==> src/rtl/count_mod_bcd.sv <==
// count_mod_bcd: modulo-MODULUS two-digit BCD counter (watch seconds/minutes/hours stage).
//
// The count is held directly as two BCD digit registers, so the outputs feed the 7-segment
// decoders with no conversion logic. Only one action is taken per cycle, in priority order
// load_i > dec_i (if built) > inc_i > tick_i. Only a tick-induced wrap pulses carry_o;
// adjust steps never ripple into the next stage.
//
// Optional feature: define ADJ_DEC_EN to add the dec_i (adjust -1) port.
//
// Parameters:
//   MODULUS    count range 0..MODULUS-1, legal 2..99
//   RST_VAL    binary reset value, must be < MODULUS
// Ports:
//   clk_i        system clock
//   rstn_i       asynchronous active-low reset
//   tick_i       count enable pulse (e.g. carry_o of the lower stage)
//   inc_i        adjust +1 pulse
//   dec_i        adjust -1 pulse (ADJ_DEC_EN only)
//   load_i       load request pulse
//   load_d1_i    BCD tens digit to load
//   load_d0_i    BCD units digit to load
//   segment0_o   BCD units digit (registered)
//   segment1_o   BCD tens digit (registered)
//   carry_o      1-cycle pulse, shown together with the wrapped 00 value
//   load_err_o   1-cycle pulse, load rejected

module count_mod_bcd #(
  parameter int unsigned MODULUS = 24,
  parameter int unsigned RST_VAL = 0
) (
  input  logic       clk_i,
  input  logic       rstn_i,
  input  logic       tick_i,
  input  logic       inc_i,
`ifdef ADJ_DEC_EN
  input  logic       dec_i,
`endif
  input  logic       load_i,
  input  logic [3:0] load_d1_i,
  input  logic [3:0] load_d0_i,
  output logic [3:0] segment0_o,
  output logic [3:0] segment1_o,
  output logic       carry_o,
  output logic       load_err_o
);

  if (MODULUS < 2 || MODULUS > 99) begin : gen_bad_modulus
    $error("count_mod_bcd: MODULUS must be in 2..99");
  end
  if (RST_VAL >= MODULUS) begin : gen_bad_rst_val
    $error("count_mod_bcd: RST_VAL must be below MODULUS");
  end

  localparam logic [3:0] MaxD1 = 4'((MODULUS - 1) / 10);
  localparam logic [3:0] MaxD0 = 4'((MODULUS - 1) % 10);
  localparam logic [3:0] RstD1 = 4'(RST_VAL / 10);
  localparam logic [3:0] RstD0 = 4'(RST_VAL % 10);
  localparam logic [7:0] ModVal = 8'(MODULUS);

  logic [3:0] d1_q, d1_d;
  logic [3:0] d0_q, d0_d;
  logic       carry_q, carry_d;
  logic       load_err_q, load_err_d;

  logic       dec_req;
  logic       at_max;
  logic       at_zero;
  logic [7:0] load_val;
  logic       load_ok;
  logic [3:0] up_d1, up_d0;
  logic [3:0] dn_d1, dn_d0;

`ifdef ADJ_DEC_EN
  assign dec_req = dec_i;
`else
  assign dec_req = 1'b0;
`endif

  assign at_max  = (d1_q == MaxD1) && (d0_q == MaxD0);
  assign at_zero = (d1_q == 4'd0) && (d0_q == 4'd0);

  // Max 15*10+15 = 165, fits in 8 bits; digit range is checked separately.
  assign load_val = 8'(load_d1_i) * 8'd10 + 8'(load_d0_i);
  assign load_ok  = (load_d1_i <= 4'd9) && (load_d0_i <= 4'd9) && (load_val < ModVal);

  // Increment by one with wrap at MODULUS-1.
  always_comb begin
    up_d1 = d1_q;
    up_d0 = d0_q;
    if (at_max) begin
      up_d1 = 4'd0;
      up_d0 = 4'd0;
    end else if (d0_q == 4'd9) begin
      up_d1 = d1_q + 4'd1;
      up_d0 = 4'd0;
    end else begin
      up_d0 = d0_q + 4'd1;
    end
  end

  // Decrement by one with wrap from 00 to MODULUS-1.
  always_comb begin
    dn_d1 = d1_q;
    dn_d0 = d0_q;
    if (at_zero) begin
      dn_d1 = MaxD1;
      dn_d0 = MaxD0;
    end else if (d0_q == 4'd0) begin
      dn_d1 = d1_q - 4'd1;
      dn_d0 = 4'd9;
    end else begin
      dn_d0 = d0_q - 4'd1;
    end
  end

  always_comb begin
    d1_d       = d1_q;
    d0_d       = d0_q;
    carry_d    = 1'b0;
    load_err_d = 1'b0;
    if (load_i) begin
      if (load_ok) begin
        d1_d = load_d1_i;
        d0_d = load_d0_i;
      end else begin
        load_err_d = 1'b1;
      end
    end else if (dec_req) begin
      d1_d = dn_d1;
      d0_d = dn_d0;
    end else if (inc_i) begin
      d1_d = up_d1;
      d0_d = up_d0;
    end else if (tick_i) begin
      d1_d    = up_d1;
      d0_d    = up_d0;
      carry_d = at_max;
    end
  end

  always_ff @(posedge clk_i or negedge rstn_i) begin
    if (!rstn_i) begin
      d1_q       <= RstD1;
      d0_q       <= RstD0;
      carry_q    <= 1'b0;
      load_err_q <= 1'b0;
    end else begin
      d1_q       <= d1_d;
      d0_q       <= d0_d;
      carry_q    <= carry_d;
      load_err_q <= load_err_d;
    end
  end

  assign segment1_o = d1_q;
  assign segment0_o = d0_q;
  assign carry_o    = carry_q;
  assign load_err_o = load_err_q;

endmodule
==> config.mk <==
export PLATFORM = sky130hd
export DESIGN_NAME = count_mod_bcd
export DESIGN_NICKNAME = d
export VERILOG_FILES = /design/src/rtl/count_mod_bcd.sv
export SDC_FILE = /design/constraint.sdc
export NUM_CORES = 1
export LEC_CHECK = 0
export ABC_AREA = 1
export CAP_MARGIN = 20
export CORE_UTILIZATION = 48
export DETAILED_ROUTE_END_ITERATION = 6
export GPL_ROUTABILITY_DRIVEN = 0
export PLACE_DENSITY = 0.83
export SETUP_SLACK_MARGIN = 0.15
export SLEW_MARGIN = 20
export SYNTH_ARGS = -nofsm -noshare
export SYNTH_HDL_FRONTEND = slang
export SYNTH_SLANG_ARGS = --single-unit
==> constraint.sdc <==
create_clock -name clk_i -period 2 [get_ports clk_i]
set_clock_uncertainty 0.15 [all_clocks]
set_input_delay 0.2 -clock clk_i [delete_from_list [all_inputs] [get_ports clk_i]]
set_output_delay 0.2 -clock clk_i [all_outputs]
set_load 0.05 [all_outputs]
==> metrics <==
largest net degree at the start of global routing=11; Pwr per Cell Area=813 nW/µm²; Crit Path Category=in -> reg; total CTS buffers=3; # setup viols final=9; CP cell instances=buf_8, ha_4, ha_4, fa_1, a21oi_2, nand2_1, nor2_1, nand2_1, nand2_1, nand2_2, nand2_4, buf_6, buf_4, inv_2; Clock transition at path regs=0.06 ns; violated checks=negative setup slack; DRC errors left=0; CP max FO=5; crit-path most repeated cell=nand2_1; Die Y-Extent=45.1 µm; first-pass GRT wire length=approximately 3.8 mm; I/O pins=23; Peak supply drop=0.000749 V; delay-heaviest family, CP=adder cells; Starting Density=0.515; CP startpoint kind=input pin; gr usage total=0.262; sequential area share after synthesis=0.281; clock sinks=10; Skew-Pair Late Insertion Delay=0.27 ns; Slew Viols, Final=0; clock buffer depth=2; final design area excluding fillers=1310 µm²; Synth Warn #=0; Setup TNS=-0.435 ns; post-synthesis cell count=125; layout cells sized above 1=0.211; Post-DRT Antenna Nets=0; CP bufs+invs=4; Setup crit end kind=flip-flop; # diodes=0; placed cell areas=~1200 µm²; Final Util=0.759; CTS Root Cell=clkbuf_4; Slowest-stage cell, CP=fa_1; worst hold path class=in -> async; IO Port Bufs=22; Final #Nets=186; worst path required time=2.02 ns; Min Hold Slack=slightly above 0.08 ns; core area=1730 µm²; DPL Wire Length=1.80 mm; Max-Cap Viols=0; min cycle time layout=2.07 ns; CTS H-tree lvls=1; die area=2030 µm²; Seq cells post-synth=10; cell area after synthesis=890 µm²; Hold Vio Cnt, Final=0; TritonCTS clock tree=yes; RSZ-0062 raised after global routing=true; Synthesized Nets=between 100 and 150; fin crit share=1.03; vias in the first global route=around 930; Avg Synthesized Cell Area=around 7.1 µm²; Tot Pwr=0.00107 W; Die W=45.1 µm; CP max stage delay=0.50 ns; post-DR wirelength/cell=13.2 µm; synth-to-layout area growth=47.4%; initial antenna violation count=0; final worst slack=-0.0650 ns; first-pass iteration count of the detailed router=4; gr ovfl total=0; Worst slew margin=0.671; Post-Route WL=2.45 mm; Iteration-0 DRC Markers=59; Max Fclk=484 MHz; row count=15; post-synth cell types=20; status=finished with violations; worst slew pin tran=0.492 ns; Worst Path Arrival=2.09 ns; vias per cell=5.46; Vias=1015; static leakage=0.686 nW
==> through the flow <==
| step | setup WS, ns | cells |
|---|---|---|
| after floorplan | -0.0836 | 125 |
| after global placement | -0.683 | 179 |
| after detailed placement | -0.801 | 179 |
| after CTS | -0.0114 | 185 |
| after global routing | -0.148 | 186 |
| final | -0.0650 | 186 |
==> timing repair <==
action	in CTS	in global routing
pin swaps	18	9
endpoints found under the setup margin	17	9
resized for setup	37	2
gates cloned	0	0
hold buffers	0	0
buffers inserted	2	1
==> flip-flops by register name (all words and copies together) (netlist names) <==
name        flops
segment0_o      4
segment1_o      4
carry_o         1
load_err_o      1
==> where the power goes <==
part	internal (W)	total [W]	leakage, nW	switching (W)
combinational	0.000200	0.000567	0.539	0.000367
sequential	0.000249	0.000317	0.126	0.0000681
clock	0.000111	0.000182	0.0210	0.0000714
total	0.000560	0.00107	0.686	0.000506
==> routing by layer <==
metal	global-route usage	share of wire	vias to the layer above
li1	-	-	481
met3	0.0520	0.054	12
met4	0.0848	0.025	0
met2	0.501	0.53	48
met5	0	0	-
met1	0.282	0.39	474
==> worst reg2reg max path, cell delays in order (launching register included) <==
cell,delay [ns]
dfrtp_1,0.44
ha_1,0.25
nand2_1,0.09
nor3_1,0.16
nand3_1,0.16
nand3_2,0.21
o21ai_0,0.12
nand3_1,0.09
nand2_1,0.06
==> cell type report <==
| cell class | count | area, µm² |
|---|---|---|
| fillers | 130 | 415 |
| clock buffers | 4 | 36.3 |
| well taps | 25 | 31.3 |
| multi-input cells | 99 | 637 |
| flip-flops and latches | 10 | 250 |
| inverters | 14 | 52.6 |
| repair buffers | 34 | 304 |
==> worst paths after layout <==
path / start / end / slack (ns) / cells after the start
worst min-delay path: rstn_i / segment0_o[3] / 0.08 / 1
min in group clk_i: load_d1_i[3] / segment1_o[3] / 0.31 / 6
worst max-delay path: load_d1_i[1] / load_err_o / -0.07 / 14
max in group asynchronous: rstn_i / segment1_o[2] / 1.32 / 1
worst max register to register: segment0_o[0] / segment0_o[1] / 0.15 / 8
worst min register to register: segment0_o[1] / segment0_o[1] / 0.41 / 2
==> logic make-up after synthesis <==
kind of cell,share of synthesized area
DFF,0.281
xor gates and xnor gates,0.0492
AOI/OAI and AO/OA,0.0830
adders and majority gates,0.163
and+or+nand+nor,0.347
buffers and inverters,0.0759
==> synthesized netlist by cell type <==
library cell	instances	area share
nor2_1	2	0.0084
nand2_2	3	0.021
a21oi_1	3	0.017
nand3_1	12	0.068
nand4_1	4	0.028
clkbuf_1	1	0.0042
nand3_2	1	0.011
dfrtp_1	10	0.28
nand2_1	44	0.19
xnor2_1	2	0.020
nor3_1	1	0.0056
o21ai_0	10	0.056
fa_1	1	0.023
o21ai_2	1	0.0098
inv_1	14	0.059
nor4_1	1	0.0070
buf_6	1	0.013
ha_1	10	0.14
nand2_4	1	0.013
xor2_1	3	0.030
==> placed cells by master (no fill, tap or decap) <==
cell type	netlist	routed
inv_1	14	13
buf_4	0	10
o21ai_2	1	1
nand3_2	1	1
nand3_4	0	1
a21oi_1	3	1
buf_8	0	1
nor2_1	2	2
nand2_4	1	2
fa_1	1	1
nand3_1	12	11
clkbuf_8	0	1
dlygate4sd2_1	0	8
o21ai_0	10	10
nor3_1	1	1
xor2_1	3	3
nand2_2	3	3
nand2_1	44	43
a21oi_2	0	2
buf_2	0	2
inv_2	0	1
nor4_1	1	1
clkdlybuf4s50_1	0	10
clkbuf_4	0	3
ha_4	0	3
ha_1	10	7
xnor2_1	2	2
buf_6	1	3
dfrtp_1	10	10
nand4_1	4	4
(Power assumes the default switching activity.)
